[config.mk]
export PLATFORM = sky130hd
export DESIGN_NAME = sp_host_flat
export DESIGN_NICKNAME = d
export VERILOG_FILES = /design/src/rtl/sp_pkg.sv /design/src/rtl/sp_host_if.sv /design/src/rtl/sp_burst_rx.sv /design/src/rtl/sp_host.sv /design/src/flat_wrapper.sv
export SDC_FILE = /design/constraint.sdc
export NUM_CORES = 1
export LEC_CHECK = 0
export BUFFER_PORTS_ARGS = -buffer_cell sky130_fd_sc_hd__buf_4
export CAP_MARGIN = 15
export CELL_PAD_IN_SITES_DETAIL_PLACEMENT = 2
export CELL_PAD_IN_SITES_GLOBAL_PLACEMENT = 2
export CORE_AREA = 2 2 172 208
export DETAILED_ROUTE_END_ITERATION = 8
export DIE_AREA = 0 0 174 210
export PLACE_DENSITY = 0.89
export SLEW_MARGIN = 10
export SYNTH_ARGS = -nofsm -noshare
export SYNTH_HDL_FRONTEND = slang
export SYNTH_SLANG_ARGS = --single-unit
[constraint.sdc]
create_clock -name clk -period 5.9 [get_ports clk]
set_input_delay 0.59 -clock clk [delete_from_list [all_inputs] [get_ports clk]]
set_output_delay 0.59 -clock clk [all_outputs]
set_load 0.02 [all_outputs]
[src/rtl/sp_pkg.sv]
// Shared constants, host state encoding and beat-payload helpers for the SP host.
package sp_pkg;

    localparam int DATA_W     = 16;
    localparam int N_WORDS    = 6;
    localparam int N_MODES    = 3;
    localparam int MODE_W     = 3;
    localparam int SP_MOD     = 509;
    localparam int SEND_BEATS = N_MODES + N_WORDS;
    localparam int IDX_W      = 3;
    localparam int BEAT_W     = 4;
    localparam int MODES_W    = N_MODES * MODE_W;
    localparam int WORDS_W    = N_WORDS * DATA_W;

    typedef enum logic [2:0] {
        ST_IDLE = 3'd0,
        ST_SEND = 3'd1,
        ST_WAIT = 3'd2,
        ST_RECV = 3'd3,
        ST_RESP = 3'd4
    } host_state_e;

    // Mode code carried on a given serial beat; zero on data beats.
    function automatic logic [MODE_W-1:0] beat_mode(input logic [BEAT_W-1:0] beat,
                                                    input logic [MODES_W-1:0] modes);
        logic [MODE_W-1:0] m;
        if (beat < BEAT_W'(N_MODES)) begin
            m = modes[int'(beat)*MODE_W +: MODE_W];
        end else begin
            m = {MODE_W{1'b0}};
        end
        return m;
    endfunction

    // Data word carried on a given serial beat; zero on mode beats.
    function automatic logic [DATA_W-1:0] beat_data(input logic [BEAT_W-1:0] beat,
                                                    input logic [WORDS_W-1:0] words);
        logic [DATA_W-1:0] d;
        if (beat >= BEAT_W'(N_MODES) && beat < BEAT_W'(SEND_BEATS)) begin
            d = words[(int'(beat) - N_MODES)*DATA_W +: DATA_W];
        end else begin
            d = {DATA_W{1'b0}};
        end
        return d;
    endfunction

endpackage

[src/rtl/sp_host_if.sv]
// Job request, SP serial link and result handshake bundled for the SP host.
interface sp_host_if;
    import sp_pkg::*;

    logic               req_valid;
    logic               req_ready;
    logic [MODES_W-1:0] req_mode;
    logic [WORDS_W-1:0] req_data;
    logic               sp_in_valid;
    logic [DATA_W-1:0]  sp_in_data;
    logic [MODE_W-1:0]  sp_in_mode;
    logic               sp_out_valid;
    logic [DATA_W-1:0]  sp_out_data;
    logic               rsp_valid;
    logic               rsp_ready;
    logic [WORDS_W-1:0] rsp_data;
    logic               rsp_err;

    // Environment side: offers jobs, plays the SP core, consumes results.
    modport master (
        output req_valid, req_mode, req_data, sp_out_valid, sp_out_data, rsp_ready,
        input  req_ready, sp_in_valid, sp_in_data, sp_in_mode, rsp_valid, rsp_data, rsp_err
    );

    // Host side.
    modport slave (
        input  req_valid, req_mode, req_data, sp_out_valid, sp_out_data, rsp_ready,
        output req_ready, sp_in_valid, sp_in_data, sp_in_mode, rsp_valid, rsp_data, rsp_err
    );

endinterface

[src/rtl/sp_burst_rx.sv]
// Collects the SP output burst: timeout wait, word capture, length error.
module sp_burst_rx
    import sp_pkg::*;
#(
    parameter int TIMEOUT = 255
) (
    input  logic               clk,
    input  logic               rstn,
    input  logic               i_clear,
    input  logic               i_wait,
    input  logic               i_recv,
    input  logic               i_valid,
    input  logic [DATA_W-1:0]  i_data,
    output logic               o_done,
    output logic               o_err,
    output logic [WORDS_W-1:0] o_words
);

    localparam int CNT_W = (TIMEOUT > 1) ? $clog2(TIMEOUT + 1) : 1;
    localparam logic [CNT_W-1:0] CNT_MAX  = CNT_W'(TIMEOUT);
    localparam logic [CNT_W-1:0] CNT_LAST = CNT_W'(TIMEOUT - 1);

    logic [CNT_W-1:0]   r_cnt;
    logic [IDX_W-1:0]   r_idx;
    logic               r_ovf;
    logic [WORDS_W-1:0] r_words;

    // Capture state: cleared while the job is being sent, so each result starts empty.
    always_ff @(posedge clk or negedge rstn) begin
        if (!rstn) begin
            r_cnt   <= {CNT_W{1'b0}};
            r_idx   <= {IDX_W{1'b0}};
            r_ovf   <= 1'b0;
            r_words <= {WORDS_W{1'b0}};
        end else if (i_clear) begin
            r_cnt   <= {CNT_W{1'b0}};
            r_idx   <= {IDX_W{1'b0}};
            r_ovf   <= 1'b0;
            r_words <= {WORDS_W{1'b0}};
        end else if (i_wait) begin
            if (i_valid) begin
                r_words[DATA_W-1:0] <= i_data;
                r_idx               <= 3'd1;
            end else if (r_cnt != CNT_MAX) begin
                r_cnt <= r_cnt + CNT_W'(1);
            end
        end else if (i_recv && i_valid) begin
            if (r_idx < IDX_W'(N_WORDS)) begin
                r_words[int'(r_idx)*DATA_W +: DATA_W] <= i_data;
                r_idx                                 <= r_idx + 3'd1;
            end else begin
                r_ovf <= 1'b1;
            end
        end
    end

    // Completion: a silent wait that uses up its budget, or the first idle cycle of a burst.
    always_comb begin
        o_done = 1'b0;
        o_err  = 1'b0;
        if (i_wait) begin
            o_done = !i_valid && (r_cnt >= CNT_LAST);
            o_err  = 1'b1;
        end else if (i_recv) begin
            o_done = !i_valid;
            o_err  = r_ovf || (r_idx < IDX_W'(N_WORDS));
        end else begin
            o_done = 1'b0;
            o_err  = 1'b0;
        end
    end

    assign o_words = r_words;

endmodule

[src/rtl/sp_host.sv]
// SP host: accepts a job, serializes it to the SP core, returns the collected burst.
module sp_host
    import sp_pkg::*;
#(
    parameter int TIMEOUT = 255
) (
    input  logic     clk,
    input  logic     rstn,
    sp_host_if.slave bus
);

    host_state_e        r_state, w_state_nx;
    logic [BEAT_W-1:0]  r_beat, w_beat_nx;
    logic [MODES_W-1:0] r_mode, w_mode_nx;
    logic [WORDS_W-1:0] r_data, w_data_nx;
    logic               r_req_ready, w_req_ready_nx;
    logic               r_in_valid, w_in_valid_nx;
    logic [DATA_W-1:0]  r_in_data, w_in_data_nx;
    logic [MODE_W-1:0]  r_in_mode, w_in_mode_nx;
    logic               r_rsp_valid, w_rsp_valid_nx;
    logic [WORDS_W-1:0] r_rsp_data, w_rsp_data_nx;
    logic               r_rsp_err, w_rsp_err_nx;

    logic               w_rx_clear, w_rx_wait, w_rx_recv;
    logic               w_rx_done, w_rx_err;
    logic [WORDS_W-1:0] w_rx_words;

    assign w_rx_clear = (r_state == ST_SEND);
    assign w_rx_wait  = (r_state == ST_WAIT);
    assign w_rx_recv  = (r_state == ST_RECV);

    sp_burst_rx #(.TIMEOUT(TIMEOUT)) u_rx (
        .clk     (clk),
        .rstn    (rstn),
        .i_clear (w_rx_clear),
        .i_wait  (w_rx_wait),
        .i_recv  (w_rx_recv),
        .i_valid (bus.sp_out_valid),
        .i_data  (bus.sp_out_data),
        .o_done  (w_rx_done),
        .o_err   (w_rx_err),
        .o_words (w_rx_words)
    );

    // State and every output register; reset drops the job and all outputs at once.
    always_ff @(posedge clk or negedge rstn) begin
        if (!rstn) begin
            r_state     <= ST_IDLE;
            r_beat      <= {BEAT_W{1'b0}};
            r_mode      <= {MODES_W{1'b0}};
            r_data      <= {WORDS_W{1'b0}};
            r_req_ready <= 1'b0;
            r_in_valid  <= 1'b0;
            r_in_data   <= {DATA_W{1'b0}};
            r_in_mode   <= {MODE_W{1'b0}};
            r_rsp_valid <= 1'b0;
            r_rsp_data  <= {WORDS_W{1'b0}};
            r_rsp_err   <= 1'b0;
        end else begin
            r_state     <= w_state_nx;
            r_beat      <= w_beat_nx;
            r_mode      <= w_mode_nx;
            r_data      <= w_data_nx;
            r_req_ready <= w_req_ready_nx;
            r_in_valid  <= w_in_valid_nx;
            r_in_data   <= w_in_data_nx;
            r_in_mode   <= w_in_mode_nx;
            r_rsp_valid <= w_rsp_valid_nx;
            r_rsp_data  <= w_rsp_data_nx;
            r_rsp_err   <= w_rsp_err_nx;
        end
    end

    // Next state and next register values; serial outputs are zero unless a beat is due.
    always_comb begin
        w_state_nx     = r_state;
        w_beat_nx      = r_beat;
        w_mode_nx      = r_mode;
        w_data_nx      = r_data;
        w_req_ready_nx = 1'b0;
        w_in_valid_nx  = 1'b0;
        w_in_data_nx   = {DATA_W{1'b0}};
        w_in_mode_nx   = {MODE_W{1'b0}};
        w_rsp_valid_nx = r_rsp_valid;
        w_rsp_data_nx  = r_rsp_data;
        w_rsp_err_nx   = r_rsp_err;
        case (r_state)
            ST_IDLE: begin
                if (bus.req_valid && r_req_ready) begin
                    w_state_nx    = ST_SEND;
                    w_mode_nx     = bus.req_mode;
                    w_data_nx     = bus.req_data;
                    w_beat_nx     = {BEAT_W{1'b0}};
                    w_in_valid_nx = 1'b1;
                    w_in_mode_nx  = beat_mode({BEAT_W{1'b0}}, bus.req_mode);
                end else begin
                    w_req_ready_nx = 1'b1;
                end
            end
            ST_SEND: begin
                if (r_beat == BEAT_W'(SEND_BEATS - 1)) begin
                    w_state_nx = ST_WAIT;
                end else begin
                    w_beat_nx     = r_beat + 4'd1;
                    w_in_valid_nx = 1'b1;
                    w_in_mode_nx  = beat_mode(w_beat_nx, r_mode);
                    w_in_data_nx  = beat_data(w_beat_nx, r_data);
                end
            end
            ST_WAIT, ST_RECV: begin
                if (r_state == ST_WAIT && bus.sp_out_valid) begin
                    w_state_nx = ST_RECV;
                end else if (w_rx_done) begin
                    w_state_nx     = ST_RESP;
                    w_rsp_valid_nx = 1'b1;
                    w_rsp_data_nx  = w_rx_words;
                    w_rsp_err_nx   = w_rx_err;
                end else begin
                    w_state_nx = r_state;
                end
            end
            ST_RESP: begin
                if (bus.rsp_ready) begin
                    w_state_nx     = ST_IDLE;
                    w_rsp_valid_nx = 1'b0;
                    w_rsp_data_nx  = {WORDS_W{1'b0}};
                    w_rsp_err_nx   = 1'b0;
                    w_req_ready_nx = 1'b1;
                end else begin
                    w_state_nx = ST_RESP;
                end
            end
            default: begin
                w_state_nx = ST_IDLE;
            end
        endcase
    end

    assign bus.req_ready   = r_req_ready;
    assign bus.sp_in_valid = r_in_valid;
    assign bus.sp_in_data  = r_in_data;
    assign bus.sp_in_mode  = r_in_mode;
    assign bus.rsp_valid   = r_rsp_valid;
    assign bus.rsp_data    = r_rsp_data;
    assign bus.rsp_err     = r_rsp_err;

endmodule

[src/flat_wrapper.sv]
// flat-port wrapper written by rule: the top's interface ports become plain ports
module sp_host_flat import sp_pkg::*;
#(
    parameter int TIMEOUT = 255
)
  (clk, rstn, bus_req_valid, bus_req_mode, bus_req_data, bus_sp_out_valid, bus_sp_out_data, bus_rsp_ready, bus_req_ready, bus_sp_in_valid, bus_sp_in_data, bus_sp_in_mode, bus_rsp_valid, bus_rsp_data, bus_rsp_err);
  sp_host_if bus_i ();
  input  logic clk;
  input  logic rstn;
  input wire logic [$bits(bus_i.req_valid)-1:0] bus_req_valid;
  input wire logic [$bits(bus_i.req_mode)-1:0] bus_req_mode;
  input wire logic [$bits(bus_i.req_data)-1:0] bus_req_data;
  input wire logic [$bits(bus_i.sp_out_valid)-1:0] bus_sp_out_valid;
  input wire logic [$bits(bus_i.sp_out_data)-1:0] bus_sp_out_data;
  input wire logic [$bits(bus_i.rsp_ready)-1:0] bus_rsp_ready;
  output wire logic [$bits(bus_i.req_ready)-1:0] bus_req_ready;
  output wire logic [$bits(bus_i.sp_in_valid)-1:0] bus_sp_in_valid;
  output wire logic [$bits(bus_i.sp_in_data)-1:0] bus_sp_in_data;
  output wire logic [$bits(bus_i.sp_in_mode)-1:0] bus_sp_in_mode;
  output wire logic [$bits(bus_i.rsp_valid)-1:0] bus_rsp_valid;
  output wire logic [$bits(bus_i.rsp_data)-1:0] bus_rsp_data;
  output wire logic [$bits(bus_i.rsp_err)-1:0] bus_rsp_err;
  assign bus_i.req_valid = bus_req_valid;
  assign bus_i.req_mode = bus_req_mode;
  assign bus_i.req_data = bus_req_data;
  assign bus_i.sp_out_valid = bus_sp_out_valid;
  assign bus_i.sp_out_data = bus_sp_out_data;
  assign bus_i.rsp_ready = bus_rsp_ready;
  assign bus_req_ready = bus_i.req_ready;
  assign bus_sp_in_valid = bus_i.sp_in_valid;
  assign bus_sp_in_data = bus_i.sp_in_data;
  assign bus_sp_in_mode = bus_i.sp_in_mode;
  assign bus_rsp_valid = bus_i.rsp_valid;
  assign bus_rsp_data = bus_i.rsp_data;
  assign bus_rsp_err = bus_i.rsp_err;
  sp_host #(.TIMEOUT(TIMEOUT)) u_core (.clk(clk), .rstn(rstn), .bus(bus_i));
endmodule
==> summary.md <==
| Metric | Value |
|---|---|
| CTS tree | `yes` |
| VDD IR max | `0.324 mV` |
| Crit-path max FO | `12` |
| Worst slew margin | `20.1%` |
| Routed WL per cell | `30.2 µm` |
| First-pass GRT wire length | `81000 µm` |
| Syn Inst Count | `approximately 1100` |
| Synth warnings | `0` |
| Share of layout cells above drive strength 1 | `between 30% and 40%` |
| Flop pwr share | `39.4%` |
| Cell Area, Placed | `16200 µm²` |
| ANT nets after route | `0` |
| Die area | `36500 µm²` |
| Reg-to-reg slack, setup | `2430 ps` |
| Placer Congestion | `just over 0.8` |
| Drt total wl | `53900 µm` |
| Top post-synthesis cells by area | `dfrtp_1, a22o_1, mux2_2` |
| Worst-Skew Late Latency | `540 ps` |
| DR iter-0 viols | `735` |
| Switching share of power | `between 30% and 40%` |
| Clock root buffer | `clkbuf_16` |
| Max-capacitance violation count | `0` |
| Clk buf depth | `3` |
| Register area share after synthesis | `between 60% and 70%` |
| Cell area after synthesis | `between 10000 and 15000 µm²` |
| Vias | `10500` |
| P&R area growth vs syn | `25.0%` |
| Setup-failing EPs final | `0` |
| Fill cells | `3326` |
| Ports | `245` |
| Vert. Die Dim | `210 µm` |
| Pwr Density | `487 nW/µm²` |
| CTS-repair resized insts | `0` |
| Ys flop type | `dfrtp_1` |
| Die Width | `174 µm` |
| Clock transition at the registers of the reported paths | `60 ps` |
| Synth unique cells | `61` |
| GR Overflow Total | `0` |
| Crit path from | `u_core.u_rx.r_idx[0]` |
| Initial core utilization | `40.6%` |
| RSZ-0062 raised after global routing | `false` |
| Final Max Slew Viols | `0` |
| Async S/R FF share, synth | `100%` |
| Fin crit period | `3470 ps` |
| Most common cell after layout, fill and taps aside | `dfrtp_1` |
| Crit path arrival time | `approximately 4000 ps` |
| Port bufs | `244` |
| Yosys top cell by area | `dfrtp_1` |
| Gate power share | `31.6%` |
| Initial antenna violation count | `1` |
| Syn_nets | `1228` |
| Post-synth top area share | `between 60% and 70%` |
| Number of global-route vias before repair | `12200` |
| Hold-fix buffers, CTS | `0` |
| TNS Setup | `0 ps` |
| Htree depth | `2` |
| Clock sinks | `339` |
| Final Core Density | `50.8%` |
| Critical path capture point type | `flip-flop` |
| Core area | `34500 µm²` |
| Total CTS buffers | `37` |
| Psw | `roughly 3 mW` |
| CP Class | `flip-flop to flip-flop` |
| Slew @ Worst Pin | `1200 ps` |
| Hold crit path type | `input port to async pin` |
| Vias per cell | `5.88` |
| Clock power share | `29.0%` |
| Fmax | `288 MHz` |
| Number of synthesized flops with an enable pin | `0` |
| CP Data Required Time | `6320 ps` |
| Commonest non-fill, non-tap cells in the layout | `dfrtp_1, buf_4, a22o_1` |
| DRC viols | `0` |
| FF-to-FF path depth | `7` |
| Maximum number of pins on one net before global-route repair | `about 170` |
| Seq cells post-synth | `339` |
| Layout Nets | `1436` |
| Leak | `8.34 nW` |
| Final instance area | `17500 µm²` |
| Final hold vios | `0` |
| First-pass DRT Iterations | `4` |
| Avg Synthesized Cell Area | `12.9 µm²` |
| Tcrit/Tclk final | `58.8%` |
| Status | `complete, no violations` |
| Worst clock skew | `24.4 ps` |
| GR Util All Layers | `29.6%` |
| HPWL Detailed | `32500 µm` |
| Crit start category | `flip-flop` |
| Setup Buffers After CTS | `0` |
| Reg-to-Reg Start | `u_core.u_rx.r_idx[0]` |
| Int Pwr | `5.46 mW` |
| Std cell rows | `75` |
## power groups by stage
stage	Combinational (mW)	Sequential [mW]	Clock (mW)
floorplan	1.63	3.20	0
finish	2.69	3.36	2.48
detailed placement	2.55	3.32	0
global route	2.86	3.39	2.59
global placement	2.39	3.23	0
CTS	2.69	3.35	2.51
## worst max-delay path, stage by stage, from the launching register on
cell     delay, ps
dfrtp_1        580
inv_1          120
ha_1           220
ha_1           480
or3b_2         540
nor3_1         960
nand2_1        200
o21ai_0        260
## routing by layer
layer	routed length, µm	vias to the layer above	track usage, %	part of all wire (%)
li1	-	4413	-	-
met1	19300	5523	32.4	36
met2	28600	448	54.2	53
met3	3310	139	6.49	6.1
met4	2810	0	14.5	5.2
met5	0	-	0	0
## state kept, by name, indices dropped and copies added, names as in the netlist
register                flops
u_core.bus.rsp_data        96
u_core.r_data              96
u_core.u_rx.o_words        96
u_core.bus.sp_in_data      16
u_core.r_mode               9
u_core.u_rx.r_cnt           8
u_core.r_beat               4
u_core.bus.sp_in_mode       3
u_core.r_state              3
u_core.u_rx.r_idx           3
u_core.bus.req_ready        1
u_core.bus.rsp_err          1
u_core.bus.rsp_valid        1
u_core.bus.sp_in_valid      1
u_core.u_rx.r_ovf           1
## synthesized netlist by cell type (5+ instances only)
| cell type | count |
|---|---|
| buf_1 | 5 |
| clkbuf_1 | 62 |
| a32o_2 | 16 |
| nand2_1 | 89 |
| o21ai_0 | 59 |
| buf_2 | 22 |
| nor2_1 | 13 |
| inv_1 | 14 |
| nand2b_1 | 6 |
| a21oi_1 | 30 |
| mux2_2 | 107 |
| nor2b_1 | 5 |
| nand3_1 | 55 |
| dfrtp_1 | 339 |
| mux2i_1 | 21 |
| a22o_1 | 140 |
| mux4_2 | 16 |
| ha_1 | 11 |
| nor3_1 | 10 |
## final cells by class
| type | count | area, µm² | area share (%) |
|---|---|---|---|
| clock inverters | 11 | 149 | 0.849 |
| well taps | 462 | 578 | 3.30 |
| repair buffers | 260 | 1980 | 11.3 |
| clock buffers | 55 | 1130 | 6.47 |
| diodes | 1 | 2.50 | 0.0143 |
| inverters | 14 | 52.6 | 0.300 |
| flip-flops and latches | 339 | 8480 | 48.4 |
| multi-input cells | 647 | 5150 | 29.4 |
## stage by stage
step / hold slack (ps) / instances / worst slack, ps / power [mW]
finish: 56.2 / 1789 / 2430 / 8.53
global route: 103 / 1789 / 2220 / 8.84
CTS: 88.1 / 1786 / 1780 / 8.54
detailed placement: 472 / 1720 / 2140 / 5.87
global placement: 466 / 1720 / 2410 / 5.62
floorplan: 294 / 1091 / 2780 / 4.83
## path summary, 6_finish.rpt
path                                            to
max                        u_core.u_rx.o_words[34]
min                        u_core.u_rx.o_words[74]
max reg2reg                u_core.u_rx.o_words[34]
min reg2reg                   u_core.bus.rsp_valid
max in group asynchronous  u_core.u_rx.o_words[26]
min in group clk                  u_core.r_data[9]
## kinds of logic (layout without fill, tap and decap cells)
group | count (synthesis) | after routing | synth area share (%)
DFF | 339 | 339 | 60.5
AOI/OAI and AO/OA | 275 | 275 | 15.1
and+or+nand+nor | 214 | 214 | 7.53
muxes | 144 | 144 | 12.7
buffers and inverters | 105 | 340 | 3.11
adders and majority gates | 11 | 11 | 0.981
xor gates and xnor gates | 3 | 3 | 0.187
other | 0 | 1 | 0
No activity file was read; power rests on OpenSTA's default activity.
